### src/rtl/matmul_seq_ctrl.sv
// Loop-nest sequencer for the matrix-multiply datapath: walks (i, j, k) over row-major A/B/C buffers.
// Define MATMUL_SEQ_PERF_EN to add the perf_cycles / perf_stalls counters.
module matmul_seq_ctrl #(
   parameter int DIM_W   = 8,
   parameter int ADDR_W  = 16,
   parameter int MEM_LAT = 1
) (
   input  logic              clk,
   input  logic              reset,
   input  logic              start,
   input  logic [DIM_W-1:0]  a_rows,
   input  logic [DIM_W-1:0]  a_cols,
   input  logic [DIM_W-1:0]  b_rows,
   input  logic [DIM_W-1:0]  b_cols,
   output logic              busy,
   output logic              done,
   output logic              err_dim,
   output logic              a_rd_en,
   output logic [ADDR_W-1:0] a_addr,
   output logic              b_rd_en,
   output logic [ADDR_W-1:0] b_addr,
   output logic              mac_clr,
   output logic              mac_en,
   output logic              mac_last,
   output logic              c_wr_en,
   output logic [ADDR_W-1:0] c_addr,
   input  logic              c_wr_ready
`ifdef MATMUL_SEQ_PERF_EN
   ,
   output logic [31:0]       perf_cycles,
   output logic [31:0]       perf_stalls
`endif
);

   typedef enum logic [2:0] {
      S_IDLE, S_ISSUE, S_WAIT, S_WRITE, S_DONE, S_ERR
   } state_t;

   localparam int WC_W = $clog2(MEM_LAT + 1) + 1;
   localparam logic [WC_W-1:0] WAIT_LAST = WC_W'(MEM_LAT);

   state_t state, state_next;

   logic [DIM_W-1:0]  dim_m, dim_k, dim_n;
   logic [DIM_W-1:0]  i_cnt, j_cnt, k_cnt;
   logic [ADDR_W-1:0] a_base, b_ptr, c_ptr;
   logic [WC_W-1:0]   wait_cnt;
   logic [MEM_LAT-1:0] en_pipe, clr_pipe, last_pipe;

   logic start_ok, dim_bad, k_last, j_last, last_elem, issue, write_acc;

   assign start_ok  = start && (state == S_IDLE);
   assign dim_bad   = (a_rows == '0) || (a_cols == '0) || (b_rows == '0) ||
                      (b_cols == '0) || (a_cols != b_rows);
   assign k_last    = (k_cnt == dim_k - DIM_W'(1));
   assign j_last    = (j_cnt == dim_n - DIM_W'(1));
   assign last_elem = (i_cnt == dim_m - DIM_W'(1)) && j_last;
   assign issue     = (state == S_ISSUE);
   assign write_acc = (state == S_WRITE) && c_wr_ready;

   always_ff @(posedge clk) begin
      if (reset) state <= S_IDLE;
      else       state <= state_next;
   end

   always_comb begin
      state_next = state;
      case (state)
         S_IDLE:  if (start) state_next = dim_bad ? S_ERR : S_ISSUE;
         S_ISSUE: if (k_last) state_next = S_WAIT;
         S_WAIT:  if (wait_cnt == WAIT_LAST) state_next = S_WRITE;
         S_WRITE: if (c_wr_ready) state_next = last_elem ? S_DONE : S_ISSUE;
         S_DONE:  state_next = S_IDLE;
         S_ERR:   state_next = S_IDLE;
         default: state_next = S_IDLE;
      endcase
   end

   // Row-base registers replace multipliers: a_base = i*K, b_ptr = k*N+j, c_ptr = i*N+j.
   always_ff @(posedge clk) begin
      if (reset) begin
         dim_m    <= '0;
         dim_k    <= '0;
         dim_n    <= '0;
         i_cnt    <= '0;
         j_cnt    <= '0;
         k_cnt    <= '0;
         a_base   <= '0;
         b_ptr    <= '0;
         c_ptr    <= '0;
         wait_cnt <= '0;
         err_dim  <= 1'b0;
      end else if (start_ok) begin
         dim_m    <= a_rows;
         dim_k    <= a_cols;
         dim_n    <= b_cols;
         i_cnt    <= '0;
         j_cnt    <= '0;
         k_cnt    <= '0;
         a_base   <= '0;
         b_ptr    <= '0;
         c_ptr    <= '0;
         wait_cnt <= '0;
         err_dim  <= dim_bad;
      end else begin
         case (state)
            S_ISSUE: begin
               k_cnt    <= k_last ? '0 : k_cnt + DIM_W'(1);
               b_ptr    <= b_ptr + ADDR_W'(dim_n);
               wait_cnt <= '0;
            end
            S_WAIT: wait_cnt <= wait_cnt + WC_W'(1);
            S_WRITE: begin
               if (c_wr_ready && !last_elem) begin
                  c_ptr <= c_ptr + ADDR_W'(1);
                  if (j_last) begin
                     j_cnt  <= '0;
                     i_cnt  <= i_cnt + DIM_W'(1);
                     a_base <= a_base + ADDR_W'(dim_k);
                     b_ptr  <= '0;
                  end else begin
                     j_cnt <= j_cnt + DIM_W'(1);
                     b_ptr <= ADDR_W'(j_cnt) + ADDR_W'(1);
                  end
               end
            end
            default: ;
         endcase
      end
   end

   // MAC controls trail the read strobes by the buffer latency so they line up with read data.
   always_ff @(posedge clk) begin
      if (reset) begin
         en_pipe   <= '0;
         clr_pipe  <= '0;
         last_pipe <= '0;
      end else begin
         en_pipe[0]   <= issue;
         clr_pipe[0]  <= issue && (k_cnt == '0);
         last_pipe[0] <= issue && k_last;
         for (int s = 1; s < MEM_LAT; s++) begin
            en_pipe[s]   <= en_pipe[s-1];
            clr_pipe[s]  <= clr_pipe[s-1];
            last_pipe[s] <= last_pipe[s-1];
         end
      end
   end

   assign busy     = (state == S_ISSUE) || (state == S_WAIT) || (state == S_WRITE);
   assign done     = (state == S_DONE) || (state == S_ERR);
   assign a_rd_en  = issue;
   assign b_rd_en  = issue;
   assign a_addr   = issue ? a_base + ADDR_W'(k_cnt) : '0;
   assign b_addr   = issue ? b_ptr : '0;
   assign c_wr_en  = (state == S_WRITE);
   assign c_addr   = (state == S_WRITE) ? c_ptr : '0;
   assign mac_en   = en_pipe[MEM_LAT-1];
   assign mac_clr  = clr_pipe[MEM_LAT-1];
   assign mac_last = last_pipe[MEM_LAT-1];

`ifdef MATMUL_SEQ_PERF_EN
   // Saturating counters; they freeze once the sequencer leaves the busy states.
   always_ff @(posedge clk) begin
      if (reset || start_ok) begin
         perf_cycles <= '0;
         perf_stalls <= '0;
      end else begin
         if (busy && (perf_cycles != '1))
            perf_cycles <= perf_cycles + 32'd1;
         if ((state == S_WRITE) && !c_wr_ready && (perf_stalls != '1))
            perf_stalls <= perf_stalls + 32'd1;
      end
   end
`endif

endmodule

### config.mk
export PLATFORM = sky130hd
export DESIGN_NAME = matmul_seq_ctrl
export DESIGN_NICKNAME = d
export VERILOG_FILES = /design/src/rtl/matmul_seq_ctrl.sv
export SDC_FILE = /design/constraint.sdc
export NUM_CORES = 1
export LEC_CHECK = 0
export ABC_AREA = 1
export CAP_MARGIN = 20
export CORE_MARGIN = 3
export CORE_UTILIZATION = 29
export DETAILED_ROUTE_END_ITERATION = 12
export PLACE_DENSITY = 0.56
export SLEW_MARGIN = 10
export SYNTH_ARGS = -nofsm -noshare
export SYNTH_HDL_FRONTEND = slang
export SYNTH_SLANG_ARGS = --single-unit
### constraint.sdc
create_clock -name clk -period 6.7 [get_ports clk]
set_input_delay 2.01 -clock clk [delete_from_list [all_inputs] [get_ports clk]]
set_output_delay 2.01 -clock clk [all_outputs]
set_load 0.02 [all_outputs]
* Yosys cells after proc, flatten, opt, wreduce, memory -nomap -nowiden *
Index checks and enable logic that the tools add are counted.

word-level totals
  bits of input ports = 36
  register bits after elaboration = 105

cells by class
  reductions and logical operators = 26
  add/subtract/negate cells = 12
  equal/unequal tests = 15
  muxes and demuxes = 16

operators with widths
  cell                                                                 number
  16-bit 2-to-1 mux                                                    4
  16-bit by 8-bit adder with 16-bit output                             3
  8-bit zero test                                                      5
  16-bit one-hot mux with 2 select lines                               1
  8-bit by 1-bit adder with 8-bit output (second input constant)       3
  8-bit == test                                                        3
  8-bit by 1-bit subtractor with 8-bit output (second input constant)  3
  3-bit 2-to-1 mux                                                     6
  16-bit by 1-bit adder with 16-bit output (second input constant)     1
  8-bit 2-to-1 mux                                                     2
  3-bit one-hot mux with 4 select lines                                1
  8-bit by 1-bit adder with 9-bit output (second input constant)       1
  9-bit 2-to-1 mux                                                     1
  8-bit != test                                                        1
  1-bit logical OR                                                     7
  3-bit by 2-bit == test with 1-bit output (second input constant)     2
  3-bit == test (second input constant)                                2
  2-bit != test (second input constant)                                3
  1-bit logical AND                                                    5
  2-bit by 1-bit != test with 1-bit output (second input constant)     2
  2-bit one-hot mux with 2 select lines                                1
  2-bit AND reduction                                                  2
  4-bit AND reduction                                                  1
  2-bit nonzero test                                                   2
  other kinds (7)                                                      7

* Longest topological paths before layout *
Gate-level depths: netlist of the first run.

  depth after elaboration = 8
  mapped depth = 17

* Least setup slack after synthesis of the first run *
OpenSTA, ideal clock, no wires.

  path type = register to output
  from = reg k_cnt[0]
  to = out a_addr[12]
  arrival = 2.112 ns
  path slack = 2.578 ns
  path buffers = 0
  stages on the path, launching flop included = 10
  cell sequence = dfxtp_1 ha_1 fa_1 nand2_1 inv_1 o21a_1 nor2_1 o21ai_0 and3_1 nor3_1

between the ends
  cells in the longest elaborated chain, start to end = 2

ends and longest elaborated chain
  item                                      line  RTL
  from (decl)                               45    logic [DIM_W-1:0] i_cnt, j_cnt, k_cnt;
  from (signal assigned)                    108   k_cnt <= k_last ? '0 : k_cnt + DIM_W'(1);
  16-bit by 8-bit adder with 16-bit output  154   assign a_addr = issue ? a_base + ADDR_W'(k_cnt) : '0;
  16-bit 2-to-1 mux                         154
  to (decl)                                 19    output logic [ADDR_W-1:0] a_addr,

No other way between the ends.

* Worst setup path in the final report of the first run *
Ends and elaborated chain as after synthesis.

==> impl_metrics.json, run 1 <==
{
  "cellLeakagePower_nw": 3.777,
  "seqPwrFrac_pct": 33.9,
  "finalCritPeriodShare_pct": 76.56,
  "cts-root-buf": "clkbuf_16",
  "ctsHoldBuffers": 0,
  "reg2reg_from": "dim_n[1]",
  "diodes": 0,
  "row_count": 58,
  "critPathLaunchType": "flop",
  "power.switching_w": 0.0009484,
  "async_flop_share_pct": 0,
  "relSlewSlack_pct": 39.45,
  "fin_nets": 1333,
  "syn_area_sq_um": 7642,
  "synth-seq-area-share_pct": 27.50,
  "clockBufferDepth": 2,
  "grt_pass1_vias": 7306,
  "cts_setup_buffers": 0,
  "netlist_instances": 1193,
  "post_cts_resized": 0,
  "synthTopCellsByArea": "dfxtp_1 28%, nand2_1 15%, nor2_1 7.3%, inv_1 6.8%, nand3_1 5.7%",
  "die_y_um": 168.3,
  "post-place-ws_ps": 1984,
  "slew_viol_final": 0,
  "cts_tree": "yes",
  "hold_start": "wait_cnt[0]",
  "fin_crit_ps": 5130,
  "wl_met1_um": 10910,
  "combPwrFrac_pct": 41.5,
  "cts_buffers": 9,
  "swShare_pct": 42.34,
  "grt_overflow": 0,
  "post_drt_wl_per_cell_um": 13.99,
  "drt-vias-per-instance": 4.780,
  "ys_ff_latch": 105,
  "antenna_left": 0,
  "track_usage_pct": 15.69,
  "gp_congestion": 0.8704,
  "synthDistinctLibCells": 41,
  "layout_common_cells": "301 x nand2_1, 147 x nor2_1, 138 x inv_1",
  "grt_start_max_net_pins": 75,
  "yosys.area.top_type_share_pct": 27.50,
  "power_frac_clock_pct": 24.6,
  "die_area_sq_um": 28340,
  "powerDensity_nw_per_um2": 245.8,
  "layout_commonest_cell": "nand2_1",
  "htree_levels": 3,
  "wl_um": 22310,
  "final_layout_size_suffix_gt1_share_pct": 5.375,
  "worst_pin_slew_ps": 908.2,
  "hold_viol": 0,
  "worst_slack_ps": 1570,
  "critPathArrivalTime_ps": 3120,
  "status": "finished clean",
  "dpl.hpwl_um": 16340,
  "synth_top_area_cell": "dfxtp_1",
  "crit_start": "k_cnt[0]",
  "firstDrtPassIters": 4,
  "cellInternalPower_w": 0.001292,
  "wl_met3_um": 897,
  "chipWidth_um": 168.3,
  "core_area_sq_um": 25540,
  "synthesis.nets": 1265,
  "drt-initial-drc-count": 415,
  "initial_utilization_pct": 29.92,
  "worstSetupPathType": "reg -> out",
  "top_regs": "a_base (16), b_ptr (16), c_ptr (16)",
  "finalSetupTns_ps": 0,
  "worstPathMaxFanout": 4,
  "worst_hold_path_type": "reg -> reg",
  "portBuffers": 92,
  "clock.fmax_mhz": 195.0,
  "cp.required_ps": 4690,
  "wl_met2_um": 10120,
  "dr.max_layer_used": "met4",
  "ir_drop_mv": 0.1303,
  "cap_viol_max_count": 0,
  "grt_pass1_wl_um": 36730,
  "avgSynthCellArea_sq_um": 6.406,
  "finalSetupViolCount": 0,
  "via_count": 7624,
  "antenna_found_initial": 0,
  "synth_flop_cell": "dfxtp_1",
  "yosysWarnings": 0,
  "synth-edff-count": 0,
  "clk_latency_ps": 360,
  "rsz0062_at_grt": "false",
  "skew_ps": 11.61,
  "syn2layout_area_growth_pct": 19.27,
  "drc_errors": 0,
  "cts.clk_slew.worst_paths_ps": 70,
  "clock_sinks": 105,
  "critPathCaptureType": "output pin",
  "pin_count": 93
}
## final timing paths
| kind | end | slack (ps) | cells after the start |
|---|---|---|---|
| worst min register to register | wait_cnt[0] | 470 | 1 |
| worst max-delay path | a_addr[12] | 1570 | 10 |
| worst max register to register | b_ptr[2] | 3650 | 15 |
| worst min-delay path | wait_cnt[0] | 470 | 1 |
## logic make-up after synthesis
group	count (synthesis)	synth area share [%]
XOR/XNOR	67	7.678
AND/OR/NAND/NOR	646	37.51
flip-flops	105	27.50
AO/OA/AOI/OAI	154	11.21
adder cells (fa/ha/maj)	36	6.189
buffers and inverters	185	9.905
## Yosys cell counts (all sizes together) (13+ instances only)
cell / n
a21oi: 88
buf: 15
clkbuf: 26
dfxtp: 105
ha: 33
inv: 144
nand2: 316
nand3: 90
nand4: 40
nor2: 153
nor3: 20
nor4: 13
o21ai: 48
xnor2: 20
xor2: 47
## worst max-delay path, stage by stage, from the launching register on
cell             delay (ps)
dfxtp_1                 340
ha_1                    230
fa_1                    390
nand2_1                  70
inv_1                    50
o21a_1                  160
nor2_1                  210
o21ai_0                 270
and3_1                  230
nor3_1                  160
clkdlybuf4s50_1         640
## cell type report
| cell class | instances | area, sq um |
|---|---|---|
| clock inverter | 6 | 67.56 |
| tap | 330 | 412.9 |
| multi-input combinational | 903 | 4793 |
| fill | 2833 | 16430 |
| sequential | 105 | 2102 |
| inverter | 144 | 540.5 |
| clock buffer | 9 | 225.2 |
| timing repair buffer | 98 | 973.4 |
## power by group through the flow
stage / logic [W] / clock network [W] / registers, W
2_1_floorplan: 0.000669 / 0 / 0.000754
3_3_place_gp: 0.000920 / 0 / 0.000774
3_5_place_dp: 0.000925 / 0 / 0.000773
4_1_cts: 0.000932 / 0.000573 / 0.000760
5_1_grt: 0.00106 / 0.000592 / 0.000770
6_report: 0.000929 / 0.000551 / 0.000760
## layer usage
metal	global-route usage [%]	up-vias
li1	-	3990
met1	20.97	3489
met4	4.020	0
met2	25.78	120
met3	3.358	25
met5	0	-
## stage by stage
step / hold WS (ps) / cells / util (%) / area [sq um] / power, W
3_5_place_dp: 454.6 / 1579 / 34.48 / 8807 / 0.001698
4_1_cts: 467.3 / 1594 / 35.62 / 9100 / 0.002264
5_1_grt: 496.5 / 1595 / 35.68 / 9115 / 0.002419
2_1_floorplan: 431.6 / 1193 / - / 7642 / 0.001424
6_report: 466.4 / 1595 / 35.68 / 9115 / 0.002240
3_3_place_gp: 448.6 / 1579 / 34.48 / 8807 / 0.001694
No activity file was read; power rests on OpenSTA's default activity.
==> run 2: changes to the inputs <==
==> constraint.sdc (replaced) <==
create_clock -name clk -period 4.9 [get_ports clk]
set_input_delay 1.47 -clock clk [delete_from_list [all_inputs] [get_ports clk]]
set_output_delay 1.47 -clock clk [all_outputs]
set_load 0.02 [all_outputs]
==> impl_metrics.json, run 2 (same netlist as run 1, synthesis figures left out) <==
{
  "status": "finished clean",
  "clock.fmax_mhz": 220.2,
  "stdcell_area_sq_um": 9154,
  "worst_hold_path_type": "reg -> reg",
  "ctsHoldBuffers": 0,
  "row_count": 58,
  "layout_common_cells": "301 x nand2_1, 147 x nor2_1, 138 x inv_1",
  "regArea_sq_um": 2102,
  "antenna_left": 0,
  "antenna_found_initial": 0,
  "reg2reg_from": "dim_n[0]",
  "regToRegSetupSlack_ps": 1830,
  "power.switching_w": 0.001294,
  "worst_slack_ps": 359.1,
  "cts.clk_slew.worst_paths_ps": 70,
  "hold_viol": 0,
  "slowest_delay_ps": 610,
  "finalSetupViolCount": 0,
  "grt_overflow": 0,
  "cts-root-buf": "clkbuf_16",
  "crit_start": "k_cnt[0]",
  "crit_family": "compound AO/OA/AOI/OAI gates",
  "post-place-ws_ps": 747.4,
  "grt_start_max_net_pins": 75,
  "worst_pin_slew_ps": 931.8,
  "r2r_cells": 15,
  "clockBufferDepth": 2,
  "die_y_um": 168.3,
  "top_regs": "a_base (16), b_ptr (16), c_ptr (16)",
  "finalSetupTns_ps": 0,
  "htree_levels": 3,
  "drt-initial-drc-count": 483,
  "via_count": 7591,
  "combPwrFrac_pct": 41.3,
  "cp_cell_sequence": "ha_1 > fa_1 > nand2_1 > inv_1 > o21a_1 > nor2_1 > o21ai_0 > nand2_1 > nor2_1 > o21ai_0 > a21oi_1 > clkdlybuf4s50_1",
  "cts_buffers": 9,
  "worstSetupEndpoint": "a_addr[14]",
  "die_area_sq_um": 28340,
  "grt_pass1_vias": 7260,
  "rsz0062_at_grt": "false",
  "clk_latency_ps": 360,
  "fin_nets": 1335,
  "final_layout_size_suffix_gt1_share_pct": 5.521,
  "drc_errors": 0,
  "pin_count": 93,
  "cellInternalPower_w": 0.001818,
  "worst-path-buf-inv": 2,
  "swShare_pct": 41.58,
  "clock_sinks": 105,
  "place_area_sq_um": 8822,
  "dpl.hpwl_um": 16510,
  "firstDrtPassIters": 5,
  "worstPathMaxFanout": 4,
  "hold_start": "wait_cnt[0]",
  "cts_setup_buffers": 0,
  "finalCritPeriodShare_pct": 92.67,
  "layout_commonest_cell": "nand2_1",
  "initial_utilization_pct": 29.92,
  "post-route-util_pct": 35.83,
  "slew_viol_final": 0,
  "track_usage_pct": 15.97,
  "multiInputGateArea_sq_um": 4793,
  "gp_congestion": 0.8792,
  "critPathArrivalTime_ps": 3070,
  "cellLeakagePower_nw": 3.795,
  "drt-vias-per-instance": 4.750,
  "core_area_sq_um": 25540,
  "cts_tree": "yes",
  "skew_ps": 11.73,
  "syn2layout_area_growth_pct": 19.78,
  "relSlewSlack_pct": 37.88,
  "portBuffers": 92,
  "diodes": 0,
  "powerDensity_nw_per_um2": 340.0,
  "critPathCaptureType": "output pin",
  "whs_ps": 467.8,
  "fin_crit_ps": 4541,
  "ir_drop_mv": 0.1890,
  "critPathLaunchType": "flop",
  "cp.required_ps": 3430,
  "cp_slowest_cell": "clkdlybuf4s50_1",
  "seqPwrFrac_pct": 33.4,
  "power_frac_clock_pct": 25.3,
  "reg2reg_to": "b_ptr[2]",
  "worstSetupPathType": "reg -> out",
  "post_cts_resized": 0,
  "wl_um": 22280,
  "grt_pass1_wl_um": 37230,
  "fillers": 2809,
  "post_drt_wl_per_cell_um": 13.94,
  "crit_cells": 12,
  "cap_viol_max_count": 0,
  "chipWidth_um": 168.3
}
==> run 2: layout make-up <==
| type | count | share of cell area (%) |
|---|---|---|
| clock buffers | 13 | 2.952 |
| repair buffers | 100 | 10.80 |
| well taps | 330 | 4.511 |
| clock inverters | 3 | 0.5057 |
| multi-input cells | 903 | 52.36 |
| inverters | 144 | 5.905 |
| flip-flops and latches | 105 | 22.96 |
==> run 2: worst min-delay path by stage <==
stage	slack, ps	endpoint	depth (start not counted)
final	470	wait_cnt[0]	1
after global routing	500	err_dim	1
after CTS	470	wait_cnt[0]	1
after detailed placement	460	wait_cnt[0]	1
after global placement	450	wait_cnt[0]	1
after floorplan	430	wait_cnt[0]	1
==> run 2: per-stage QoR <==
step	power [W]	instances
after floorplan	0.001947	1193
after global placement	0.002339	1581
after detailed placement	0.002341	1581
after CTS	0.003145	1597
after global routing	0.003366	1598
final	0.003113	1598
==> run 2: per-layer routing <==
metal | track usage [%] | vias to the layer above | share of wire [%]
met2 | 26.24 | 128 | 45
met4 | 3.771 | 0 | 1.3
li1 | - | 3993 | -
met5 | 0 | - | 0
met1 | 21.80 | 3454 | 49
met3 | 2.888 | 16 | 4.3
==> run 2: power groups by stage <==
stage               clock, W  sequential (W)  combinational [W]
CTS                 0.000816         0.00104            0.00129
global placement           0         0.00106            0.00128
detailed placement         0         0.00106            0.00128
floorplan                  0         0.00103           0.000915
global route        0.000847         0.00105            0.00146
finish              0.000787         0.00104            0.00128
==> run 2: worst register-to-register path: stages (launching register included) <==
cell and delay, ps:
dfxtp_1 360, inv_1 150, ha_1 290, nand2_2 110, o21ai_0 150, nand2_1 80
nand2_1 80, inv_2 30, nand2_2 100, nor2_8 80, nand2_8 200, nand3_4 510
nand2_2 570, inv_1 100, nor2_1 130, nor2_1 50
==> run 3: changes to the inputs <==
--- a/config.mk
+++ b/config.mk
@@ -5,12 +5,13 @@
 export SDC_FILE = /design/constraint.sdc
 export NUM_CORES = 1
 export LEC_CHECK = 0
-export ABC_AREA = 1
 export CAP_MARGIN = 20
 export CORE_MARGIN = 3
 export CORE_UTILIZATION = 29
 export DETAILED_ROUTE_END_ITERATION = 12
-export PLACE_DENSITY = 0.56
+export HOLD_SLACK_MARGIN = 0.03
+export PLACE_DENSITY = 0.57
+export RECOVER_POWER = 50
 export SLEW_MARGIN = 10
 export SYNTH_ARGS = -nofsm -noshare
 export SYNTH_HDL_FRONTEND = slang
==> impl_metrics.json, run 3 <==
{
  "ir_drop_mv": 0.1513,
  "fillers": 2460,
  "dpl.hpwl_um": 14250,
  "groute.layer.met2.usage_pct": 22.81,
  "die_y_um": 160.1,
  "ys_ff_latch": 105,
  "initial_utilization_pct": 29.98,
  "diodes": 0,
  "die_area_sq_um": 25640,
  "critPathLaunchType": "flop",
  "slew_viol_final": 0,
  "synth_top_area_cell": "dfxtp_1",
  "fin_crit_ps": 4633,
  "cts_buffers": 9,
  "portBuffers": 92,
  "grt_overflow": 0,
  "power.switching_w": 0.0005649,
  "chipWidth_um": 160.1,
  "top_regs": "a_base (16), b_ptr (16), c_ptr (16)",
  "core_area_sq_um": 22980,
  "cts-root-buf": "clkbuf_16",
  "layout_common_cells": "104 x dfxtp_1, 102 x nand2_1, 100 x nor2_1",
  "pin_count": 93,
  "final_layout_size_suffix_gt1_share_pct": 5.139,
  "antenna_found_initial": 0,
  "netlist_instances": 892,
  "skew_ps": 10.96,
  "finalSetupTns_ps": 0,
  "r2r_cells": 11,
  "syn2layout_area_growth_pct": 23.17,
  "critPathCaptureType": "output pin",
  "gr-usage-met3_pct": 3.606,
  "swShare_pct": 27.38,
  "via_count": 6420,
  "clk_latency_ps": 360,
  "yosysWarnings": 0,
  "place_area_sq_um": 8182,
  "hold_viol": 0,
  "synthTopCellsByArea": "dfxtp_1 31%, xnor2_1 6.7%, ha_1 6.0%, nand2_1 5.6%, nor2_1 5.5%",
  "synth.most_common_cell": "dfxtp_1",
  "synth_flop_cell": "dfxtp_1",
  "htree_levels": 3,
  "crit_start": "a_base[0]",
  "reg2reg_from": "dim_n[1]",
  "row_count": 55,
  "gp_congestion": 0.8385,
  "synthDistinctLibCells": 62,
  "fin_nets": 1040,
  "stdcell_area_sq_um": 8487,
  "avgSynthCellArea_sq_um": 7.725,
  "clock.fmax_mhz": 215.8,
  "seqPwrFrac_pct": 44.1,
  "grt_pass1_vias": 6083,
  "rsz0062_at_grt": "false",
  "drc_errors": 0,
  "use_met1_pct": 21.03,
  "reg2reg_to": "a_base[12]",
  "worst_hold_path_type": "reg -> reg",
  "cellLeakagePower_nw": 3.187,
  "grt_start_max_net_pins": 31,
  "cts.clk_slew.worst_paths_ps": 70,
  "finalCritPeriodShare_pct": 94.55,
  "multiInputGateArea_sq_um": 4514,
  "worstPathMaxFanout": 7,
  "async_flop_share_pct": 0,
  "power_frac_clock_pct": 40.0,
  "finalSetupViolCount": 0,
  "clock_sinks": 105,
  "cts_tree": "yes",
  "yosys.area.top_type_share_pct": 30.51,
  "clockBufferDepth": 2,
  "critPathArrivalTime_ps": 3160,
  "drt-initial-drc-count": 330,
  "syn_area_sq_um": 6890,
  "cap_viol_max_count": 0,
  "synth_common_cells": "105 x dfxtp_1, 102 x nand2_1, 101 x nor2_1",
  "layout_commonest_cell": "dfxtp_1",
  "combPwrFrac_pct": 15.9,
  "status": "finished clean",
  "relSlewSlack_pct": 7.357,
  "synth-seq-area-share_pct": 30.51,
  "post_drt_wl_per_cell_um": 14.71,
  "worstSetupEndpoint": "a_addr[14]",
  "regToRegSetupSlack_ps": 640,
  "synth-edff-count": 0,
  "wl_um": 18920,
  "firstDrtPassIters": 5,
  "drt-vias-per-instance": 4.992,
  "antenna_left": 0,
  "grt_pass1_wl_um": 31600,
  "regArea_sq_um": 2103,
  "track_usage_pct": 14.83,
  "busiest_layer": "met2",
  "cellInternalPower_w": 0.001499,
  "worstSetupPathType": "reg -> out",
  "powerDensity_nw_per_um2": 243.1,
  "min_path_cells": 2,
  "synthesis.nets": 964,
  "worst_pin_slew_ps": 1390,
  "cp.required_ps": 3430
}
run 3: worst min-delay path by stage:
stage	endpoint	slack (ps)	from
final	dim_m[7]	470	dim_m[7]
after floorplan	b_ptr[15]	440	b_ptr[15]
after detailed placement	b_ptr[15]	460	b_ptr[15]
after global placement	dim_m[7]	460	dim_m[7]
after CTS	b_ptr[15]	470	b_ptr[15]
after global routing	dim_m[7]	490	dim_m[7]
run 3: power groups by stage:
stage	combinational (W)	clock [W]	sequential, W
global route	0.000369	0.000880	0.000915
detailed placement	0.000333	0	0.000930
finish	0.000328	0.000826	0.000910
global placement	0.000332	0	0.000930
floorplan	0.000226	0	0.000917
CTS	0.000335	0.000846	0.000910
run 3: layout make-up:
class | instances | area share [%]
Sequential cell | 105 | 24.78
Clock inverter | 5 | 1.003
Multi-Input combinational cell | 715 | 53.19
Timing Repair Buffer | 113 | 12.37
Inverter | 24 | 1.061
Clock buffer | 11 | 2.978
Tap cell | 313 | 4.614
run 3: cells by family after synthesis:
| kind of cell | count (synthesis) | share of synthesized area (%) |
|---|---|---|
| fa+ha+maj | 36 | 6.864 |
| xor+xnor | 86 | 10.93 |
| buf+inv | 72 | 4.031 |
| flops | 105 | 30.51 |
| simple gates | 395 | 28.38 |
| mux | 13 | 1.907 |
| compound gates | 185 | 17.38 |
run 3: critical path, stage by stage (launching register included):
cell             delay (ps)
dfxtp_1                 330
ha_1                    220
fa_1                    420
a21oi_1                 170
o21bai_1                110
a21o_1                  190
a21oi_1                 220
nor2_1                  110
nor2_4                  180
o21ai_0                 110
a21oi_1                 140
clkdlybuf4s50_1         620
run 3: layer usage:
metal / routed length [um] / vias to the layer above
li1: - / 3282
met1: 9684 / 2980
met4: 190 / 0
met5: 0 / -
met2: 8061 / 147
met3: 980 / 11
run 3: repair_timing:
item,4_1_cts,5_1_grt
resized for setup,0,4
endpoints found under the setup margin,0,8
hold buffers,0,0
buffers inserted,0,0
run 3: metrics by stage:
step	setup WS, ps	hold WS [ps]	cells	util, %	power [W]
floorplan	1037	438.8	892	-	0.001143
global placement	520.8	456.8	1270	35.60	0.001262
detailed placement	474.5	461.4	1270	35.60	0.001263
CTS	68.88	472.1	1286	37.07	0.002091
global route	12.68	491.1	1286	36.92	0.002163
finish	266.9	467.5	1286	36.92	0.002064
